**config.mk**
```make
export PLATFORM = sky130hd
export DESIGN_NAME = pump_control
export DESIGN_NICKNAME = d
export VERILOG_FILES = /design/src/rtl/pump_pkg.sv /design/src/rtl/level_debounce.sv /design/src/rtl/pump_control.sv
export SDC_FILE = /design/constraint.sdc
export NUM_CORES = 1
export LEC_CHECK = 0
export CELL_PAD_IN_SITES_DETAIL_PLACEMENT = 1
export CELL_PAD_IN_SITES_GLOBAL_PLACEMENT = 1
export CORE_MARGIN = 4
export CORE_UTILIZATION = 40
export DETAILED_ROUTE_END_ITERATION = 8
export HOLD_SLACK_MARGIN = 0.06
export PLACE_DENSITY_LB_ADDON = 0.1
export SYNTH_ARGS = -nofsm -noshare
export SYNTH_HDL_FRONTEND = slang
export SYNTH_SLANG_ARGS = --single-unit
export TNS_END_PERCENT = 10
```
**constraint.sdc**
```tcl
create_clock -name clk -period 1.6 [get_ports clk]
set_clock_uncertainty 0.05 [all_clocks]
set_input_delay 0.32 -clock clk [delete_from_list [all_inputs] [get_ports clk]]
set_output_delay 0.32 -clock clk [all_outputs]
set_load 0.01 [all_outputs]
```
**src/rtl/pump_pkg.sv**
```systemverilog
// Shared definitions for the pump controller: FSM states, fault codes,
// tank level codes and a level-code validity helper.
package pump_pkg;

  // Controller states; the encoding is visible on ctrl_state.
  typedef enum logic [1:0] {
    IDLE    = 2'b00,
    FILL    = 2'b01,
    HOLDOFF = 2'b10,
    FAULT   = 2'b11
  } state_t;

  // Latched fault reason reported on fault_code.
  typedef enum logic [1:0] {
    FC_NONE    = 2'b00,
    FC_SENSOR  = 2'b01,
    FC_TIMEOUT = 2'b10
  } fault_t;

  // One-hot tank level codes from the upstream level stage.
  localparam logic [2:0] LVL_LOW  = 3'b001;
  localparam logic [2:0] LVL_MED  = 3'b010;
  localparam logic [2:0] LVL_HIGH = 3'b100;

  // A level code is usable only if it is exactly one of the three levels;
  // all-zero and multi-hot codes mean a broken or shorted sensor.
  function automatic logic lvl_is_valid(input logic [2:0] lvl);
    logic ok;
    case (lvl)
      LVL_LOW:  ok = 1'b1;
      LVL_MED:  ok = 1'b1;
      LVL_HIGH: ok = 1'b1;
      default:  ok = 1'b0;
    endcase
    return ok;
  endfunction

endpackage

```
**src/rtl/level_debounce.sv**
```systemverilog
// Level debouncer: a level code is accepted only after DEB_CYC consecutive
// identical samples. lvl_valid marks that at least one code has been accepted
// since reset, so the cleared 000 is not mistaken for a sensor fault.
module level_debounce
  import pump_pkg::*;
#(
  parameter int DEB_CYC = 4
) (
  input  logic       clk,
  input  logic       rst,
  input  logic [2:0] lvl_in,
  output logic [2:0] lvl_stable,
  output logic       lvl_valid
);

  localparam int CW = $clog2(DEB_CYC + 1);
  localparam logic [CW-1:0] CNT_DONE = CW'(DEB_CYC);
  localparam logic [CW-1:0] CNT_ONE  = CW'(1);

  logic [2:0]    sample;
  logic [CW-1:0] count;
  logic [CW-1:0] count_next;

  // Run-length of the current sample: reload on change, saturate when done.
  always_comb begin
    count_next = count;
    if (lvl_in != sample) begin
      count_next = CNT_ONE;
    end else if (count < CNT_DONE) begin
      count_next = count + CNT_ONE;
    end else begin
      count_next = count;
    end
  end

  // Sample history, run counter and the accepted level.
  always_ff @(posedge clk) begin
    if (rst) begin
      sample     <= 3'b000;
      count      <= '0;
      lvl_stable <= 3'b000;
      lvl_valid  <= 1'b0;
    end else begin
      sample <= lvl_in;
      count  <= count_next;
      if (count_next == CNT_DONE) begin
        lvl_stable <= lvl_in;
        lvl_valid  <= 1'b1;
      end else begin
        lvl_stable <= lvl_stable;
        lvl_valid  <= lvl_valid;
      end
    end
  end

endmodule

```
**src/rtl/pump_control.sv**
```systemverilog
// Tank fill controller: debounces the level code, runs the pump from low to
// high with a fill timeout, enforces a minimum off time after every stop and
// latches sensor/timeout faults until the operator acknowledges them.
module pump_control
  import pump_pkg::*;
#(
  parameter int DEB_CYC  = 4,
  parameter int FILL_MAX = 1000,
  parameter int OFF_MIN  = 200
) (
  input  logic       clk,
  input  logic       rst,
  input  logic [2:0] water_level_state,
  input  logic       fault_ack,
  output logic       pump_on,
  output logic       alarm,
  output logic [1:0] fault_code,
  output logic [1:0] ctrl_state
);

  localparam int FW = $clog2(FILL_MAX + 1);
  localparam int OW = $clog2(OFF_MIN + 1);
  localparam logic [FW-1:0] FILL_LAST = FW'(FILL_MAX - 1);
  localparam logic [OW-1:0] OFF_LAST  = OW'(OFF_MIN - 1);
  localparam logic [FW-1:0] FILL_ONE  = FW'(1);
  localparam logic [OW-1:0] OFF_ONE   = OW'(1);

  logic [2:0]    lvl_stable;
  logic          lvl_valid;
  logic          level_bad;
  logic          level_ok;

  state_t        state;
  state_t        state_next;
  fault_t        code;
  fault_t        code_next;
  logic [FW-1:0] fill_cnt;
  logic [OW-1:0] off_cnt;

  level_debounce #(
    .DEB_CYC(DEB_CYC)
  ) u_debounce (
    .clk       (clk),
    .rst       (rst),
    .lvl_in    (water_level_state),
    .lvl_stable(lvl_stable),
    .lvl_valid (lvl_valid)
  );

  // Only an accepted code can be judged; the reset value is neither good nor bad.
  always_comb begin
    level_bad = lvl_valid && !lvl_is_valid(lvl_stable);
    level_ok  = lvl_valid &&  lvl_is_valid(lvl_stable);
  end

  // Next-state and next fault code; sensor fault outranks timeout outranks high.
  always_comb begin
    state_next = state;
    code_next  = code;
    case (state)
      IDLE: begin
        if (level_bad) begin
          state_next = FAULT;
          code_next  = FC_SENSOR;
        end else if (lvl_stable == LVL_LOW) begin
          state_next = FILL;
        end else begin
          state_next = IDLE;
        end
      end
      FILL: begin
        if (level_bad) begin
          state_next = FAULT;
          code_next  = FC_SENSOR;
        end else if (fill_cnt == FILL_LAST) begin
          state_next = FAULT;
          code_next  = FC_TIMEOUT;
        end else if (lvl_stable == LVL_HIGH) begin
          state_next = HOLDOFF;
        end else begin
          state_next = FILL;
        end
      end
      HOLDOFF: begin
        if (level_bad) begin
          state_next = FAULT;
          code_next  = FC_SENSOR;
        end else if (off_cnt == OFF_LAST) begin
          state_next = IDLE;
        end else begin
          state_next = HOLDOFF;
        end
      end
      FAULT: begin
        if (fault_ack && level_ok) begin
          state_next = HOLDOFF;
          code_next  = FC_NONE;
        end else begin
          state_next = FAULT;
        end
      end
      default: begin
        state_next = IDLE;
        code_next  = FC_NONE;
      end
    endcase
  end

  // State, fault code and drive outputs; outputs decode the next state so
  // pump_on can never disagree with ctrl_state.
  always_ff @(posedge clk) begin
    if (rst) begin
      state   <= IDLE;
      code    <= FC_NONE;
      pump_on <= 1'b0;
      alarm   <= 1'b0;
    end else begin
      state   <= state_next;
      code    <= code_next;
      pump_on <= (state_next == FILL);
      alarm   <= (state_next == FAULT);
    end
  end

  // Fill timer: zero on entry, counts while filling, saturates at the limit.
  always_ff @(posedge clk) begin
    if (rst) begin
      fill_cnt <= '0;
    end else if (state == FILL && state_next == FILL) begin
      if (fill_cnt < FILL_LAST) begin
        fill_cnt <= fill_cnt + FILL_ONE;
      end else begin
        fill_cnt <= fill_cnt;
      end
    end else begin
      fill_cnt <= '0;
    end
  end

  // Off timer: zero on entry to HOLDOFF, counts up to the minimum off time.
  always_ff @(posedge clk) begin
    if (rst) begin
      off_cnt <= '0;
    end else if (state == HOLDOFF && state_next == HOLDOFF) begin
      if (off_cnt < OFF_LAST) begin
        off_cnt <= off_cnt + OFF_ONE;
      end else begin
        off_cnt <= off_cnt;
      end
    end else begin
      off_cnt <= '0;
    end
  end

  assign ctrl_state = state;
  assign fault_code = code;

endmodule

```
; Word-level counts from Yosys, hierarchy flattened
; Index checks and enable logic that the tools add are counted.
[classes]
n_addsub = 3
magnitude_cmp = 3
eq_ne = 16
muxes = 17
n_bitwise = 2
n_reduce_logical = 12
[op_table]
columns = op, n
row1 = 2-to-1 mux 2 bit, 10
row2 = adder 10 x 1 -> 10 bit (second input constant), 1
row3 = == test 10 bit (second input constant), 1
row4 = < comparator 10 bit (second input constant), 1
row5 = adder 8 x 1 -> 8 bit (second input constant), 1
row6 = == test 2 bit (second input constant), 4
row7 = == test 8 bit (second input constant), 1
row8 = < comparator 8 bit (second input constant), 1
row9 = case mux 2 bit (4 select lines), 1
row10 = == test 3 bit (second input constant), 2
row11 = 2-to-1 mux 3 bit, 2
row12 = case mux 2 bit (3 select lines), 1
row13 = OR reduction 2 bit, 3
row14 = logical AND 1 bit, 5
row15 = == test 2 x 1 -> 1 bit (second input constant), 2
row16 = adder 3 x 1 -> 3 bit (second input constant), 1
row17 = == test 3 x 1 -> 1 bit (second input constant), 1
row18 = == test 3 x 2 -> 1 bit (second input constant), 1
row19 = < comparator 3 bit (second input constant), 1
row20 = 2-to-1 mux 1 bit, 3
row21 = inequality test 3 bit, 1
row22 = inequality test 3 bit (second input constant), 1
row23 = AND reduction 3 bit, 1
row24 = OR reduction 3 bit, 1
row25 = 5 further kinds, 6
[totals]
ff_bits = 34
inputBits = 6
out_inout_bits = 6

; Longest topological paths before layout
[depth]
word_depth = 11
depth_mapped = 6
depth_no_buf = 6

; Modules after synthesis
; Synthesis repeated with hierarchy kept, for this count alone.
[hier_totals]
cells_unflattened = 182
area_unflattened_um2 = 1760.4
[by_module_without_submodules]
columns = module, instances, cells_each, area_per_inst_um2, seq_area_each_um2
row1 = pump_control, 1, 144, 1333.8, 480.5
row2 = level_debounce, 1, 38, 426.7, 200.2

; Least setup slack after synthesis
; OpenSTA, ideal clock, no wires.
[synth_path]
path_type = register to register
startpoint = register u_debounce.lvl_stable[2]
endpoint = register fill_cnt[3]
setup_ns = 0.073
arrival_ns = 1.588
required_ns = 1.477
slack_ns = -0.111
stages_incl_launch_ff = 7
path_buffers = 1
path_cell_list = dfxtp_1 > or3b_1 > buf_6 > o211a_2 > nor3_4 > nand3_4 > nor3_2
[synth_between]
elab_chain_len = 11
[synth_lines]
columns = element, line
row1 = start: declaration, level_debounce.sv:12  ; output logic [2:0] lvl_stable,
row2 = start signal: assignment, level_debounce.sv:47  ; lvl_stable <= lvl_in;
row3 = start signal: assignment, level_debounce.sv:50  ; lvl_stable <= lvl_stable;
row4 = == test 3 x 1 -> 1 bit (tied with other cells), "pump_pkg.sv:29, pump_control.sv:65"
row5 = OR reduction 3 bit (no line), n/a
row6 = 2-to-1 mux 1 bit, pump_pkg.sv:29  ; case (lvl)
row7 = logical AND 1 bit / logical NOT 1 bit (equally long branches), "pump_control.sv:53, pump_control.sv:52"
row8 = logical AND 1 bit (on tied branches), "pump_control.sv:95, pump_control.sv:52"
row9 = 2-to-1 mux 1 bit (tied with other cells), pump_control.sv:95  ; if (fault_ack && level_ok) begin
row10 = case mux 2 bit (4 select lines) *, pump_control.sv:60  ; case (state)
row11 = == test 2 x 1 -> 1 bit *, pump_control.sv:129  ; end else if (state == FILL && state_next == FILL) begin
row12 = logical AND 1 bit *, pump_control.sv:129
row13 = NOT 1 bit (no line) *, n/a
row14 = OR reduction 2 bit (no line) *, n/a
row15 = end signal: assignment, pump_control.sv:131  ; fill_cnt <= fill_cnt + FILL_ONE;
row16 = end signal: assignment, pump_control.sv:133  ; fill_cnt <= fill_cnt;
row17 = end: declaration, pump_control.sv:37  ; logic [FW-1:0] fill_cnt;
; Every way passes the cells marked *; elsewhere a longest branch is shown, timed or not.
; A chain may end at the register's enable or synchronous reset.

; Worst setup path in the final report
[layout_path]
startpoint = register u_debounce.lvl_stable[1]
endpoint = register fill_cnt[9]
; The elaborated chain is that of the path after synthesis.

==> impl_metrics.yaml <==
global_route:
  gr-usage-all-layers: 0.180
  antenna_found_initial: 0
  grt_pass1_wl_um: 7170
  grt_pass1_vias: 1612
  overflow: 0
  grt_max_degree: 14
route:
  drt_wl_total_um: 4550
  drc: 0
  drtIter0Drc: 33
  firstDrtPassIters: 4
  antenna_left: 0
  wl_per_cell_um: 16.8
  via_per_inst: 5.51
  dr_total_vias: 1488
synthesis:
  ys_warn_count: 0
  synth_cell_types: 42
  synth_nets: 183
  ys.flop_type: "dfxtp_1"
  synth_enable_flop_cells: 0
  ys_ff_latch: 34
  ys_seq_area_frac: 0.421
  synthCells: 174
  syn-mean-instance-area_um2: 9.29
  synth_area_um2: 1620
  async_flop_share: 0
worst_setup_path:
  arrival_ps: 1820
  r2r_end: "fill_cnt[9]"
  rrSetupSlack_ps: -50
  worst-r2r-cell-count: 5
  crit_fanout: 6
  startpoint_type: "flop"
  worstSetupPathType: "flop to flop"
  worstReg2RegStart: "u_debounce.lvl_stable[1]"
  cp.required_ps: 1780
  cp-end-kind: "flop"
finish:
  fin_util: 0.588
  finalNetCount: 231
  final_cell_mix: "31 x buf_4, 28 x nor2_1, 27 x dfxtp_1"
  area_growth_pct: 37.1
  drive_above_1_share: 0.329
  diodes: 0
  fin_area_um2: 2220
  layout_commonest_cell: "buf_4"
timing:
  hold_viol: 0
  fmax_ghz: 0.607
  tightest_slew_ps: 400
  setup_viol: 12
  slew_headroom: 0.733
  finalCriticalPeriod_ps: 1650
  setup-tns-final_ps: -335
  period_share: 1.03
  layout_setup_ws_ps: -47.3
  slew_viol_final: 0
  grt_setup_unrepaired: "true"
hold_path:
  min_path_cells: 2
  min_delay_worst_endpoint: "fault_code[1]"
  min_from: "fault_code[1]"
  hold_path_class: "flop to flop"
clock_network:
  insertion_delay_ps: 290
  cts_buffer_depth: 2
  cts_buffers: 5
  cts-root-buf: "clkbuf_8"
  postCtsHoldBufs: 0
  cts_num_sinks: 34
  cts_tree: "yes"
  htree_levels: 2
  clk_pin_slew_ps: 70
pwr:
  power.density_nw_per_um2: 686
  fin_total_pwr_mw: 1.52
  irDropWorstVdd_uv: 524
  leakagePower_nw: 0.868
status:
  failed_checks: "negative setup slack"
  status: "finished with violations"
floorplanning:
  die_w_um: 71.6
  die-area_um2: 5120
  start_util: 0.429
  io_pins: 12
  coreArea_um2: 3770
  fp.dieH_um: 71.6
  rows: 22
placed_design:
  dp_hpwl_um: 3140
  place_congestion: 0.838
  numPortBuffers: 11
  place_area_um2: 1990
  dp_slack_ps: -265
flow_run:
  maxCapViolations: 0
## per-stage QoR
stage,hold WS (ps),std cells
2_1_floorplan,342,174
3_3_place_gp,418,260
3_5_place_dp,455,260
4_1_cts,469,269
5_1_grt,506,270
6_report,468,270
## sequential cells by signal (all words and copies together), names as in the netlist
register,flops
u_debounce.lvl_valid,1
off_cnt,8
u_debounce.sample,3
fill_cnt,10
u_debounce.lvl_stable,3
alarm,1
u_debounce.count,3
pump_on,1
fault_code,2
ctrl_state,2
## cell type report
| type | count | area, um2 |
|---|---|---|
| flip-flops and latches | 34 | 689 |
| well taps | 48 | 60.1 |
| clock inverters | 2 | 10.0 |
| clock buffers | 5 | 68.8 |
| inverters | 2 | 7.51 |
| fillers | 428 | 1560 |
| multi-input cells | 136 | 1030 |
| repair buffers | 43 | 354 |
## power by group
group | internal, mW | switching, mW
Clock | 0.292 | 0.304
Sequential | 0.853 | 0.00505
Combinational | 0.0373 | 0.0288
Total | 1.18 | 0.338
## metal layers
metal	vias up	wire length [um]	GRT usage
li1	725	-	-
met1	730	1860	0.190
met2	21	2460	0.323
met3	12	116	0.0505
met4	0	118	0.0939
met5	-	0	0
## cells by family (layout without fill, tap and decap cells)
| family | after synthesis | in the layout | synth area share |
|---|---|---|---|
| and+or+nand+nor | 80 | 81 | 0.283 |
| DFF | 34 | 34 | 0.421 |
| AOI/OAI and AO/OA | 32 | 32 | 0.143 |
| xor gates and xnor gates | 14 | 14 | 0.0759 |
| muxes | 6 | 6 | 0.0372 |
| buffers and inverters | 5 | 52 | 0.0163 |
| adders and majority gates | 3 | 3 | 0.0232 |
## synthesized netlist by cell type, drive strengths merged, types with 2 or more instances
cell type   n  area, um2
o211ai      3       22.5
and3        6       37.5
xnor2       9       78.8
xor2        5       43.8
clkbuf      2       7.51
nand4       4       25.0
mux2i       6       60.1
and2        2       12.5
ha          3       37.5
a21oi       7       35.0
nor2b       7       43.8
dfxtp      34        681
nand2b      2       20.0
o21ai       7       35.0
nor2       29        109
nand2       6       22.5
nand3       9       62.6
nor3        8       61.3
nor4bb      2       20.0
a311oi      2       30.0
a31oi       5       31.3
inv         2       7.51
## how the worst max path moves through the flow
stage	endpoint	start	slack, ps
2_1_floorplan	fill_cnt[3]	u_debounce.lvl_stable[2]	-60
3_3_place_gp	u_debounce.lvl_stable[1]	water_level_state[2]	-150
3_5_place_dp	u_debounce.lvl_stable[1]	water_level_state[2]	-270
4_1_cts	off_cnt[2]	fill_cnt[0]	-30
5_1_grt	off_cnt[1]	fill_cnt[0]	-110
6_report	fill_cnt[9]	u_debounce.lvl_stable[1]	-50
## critical path, stage by stage (launching register included)
cell     delay, ps
dfxtp_2        330
or3b_4         440
o211a_4        170
nor3_4         270
nand3_2        190
nor2_1         130
## repair_timing
item | CTS | global route
gates cloned | 1 | 0
gates resized for setup | 7 | 23
endpoints found under the setup margin | 22 | 26
buffers inserted | 1 | 1
pin swaps | 4 | 13
hold endpoints to repair | 0 | 0
Power figures use the tool's default switching activity.
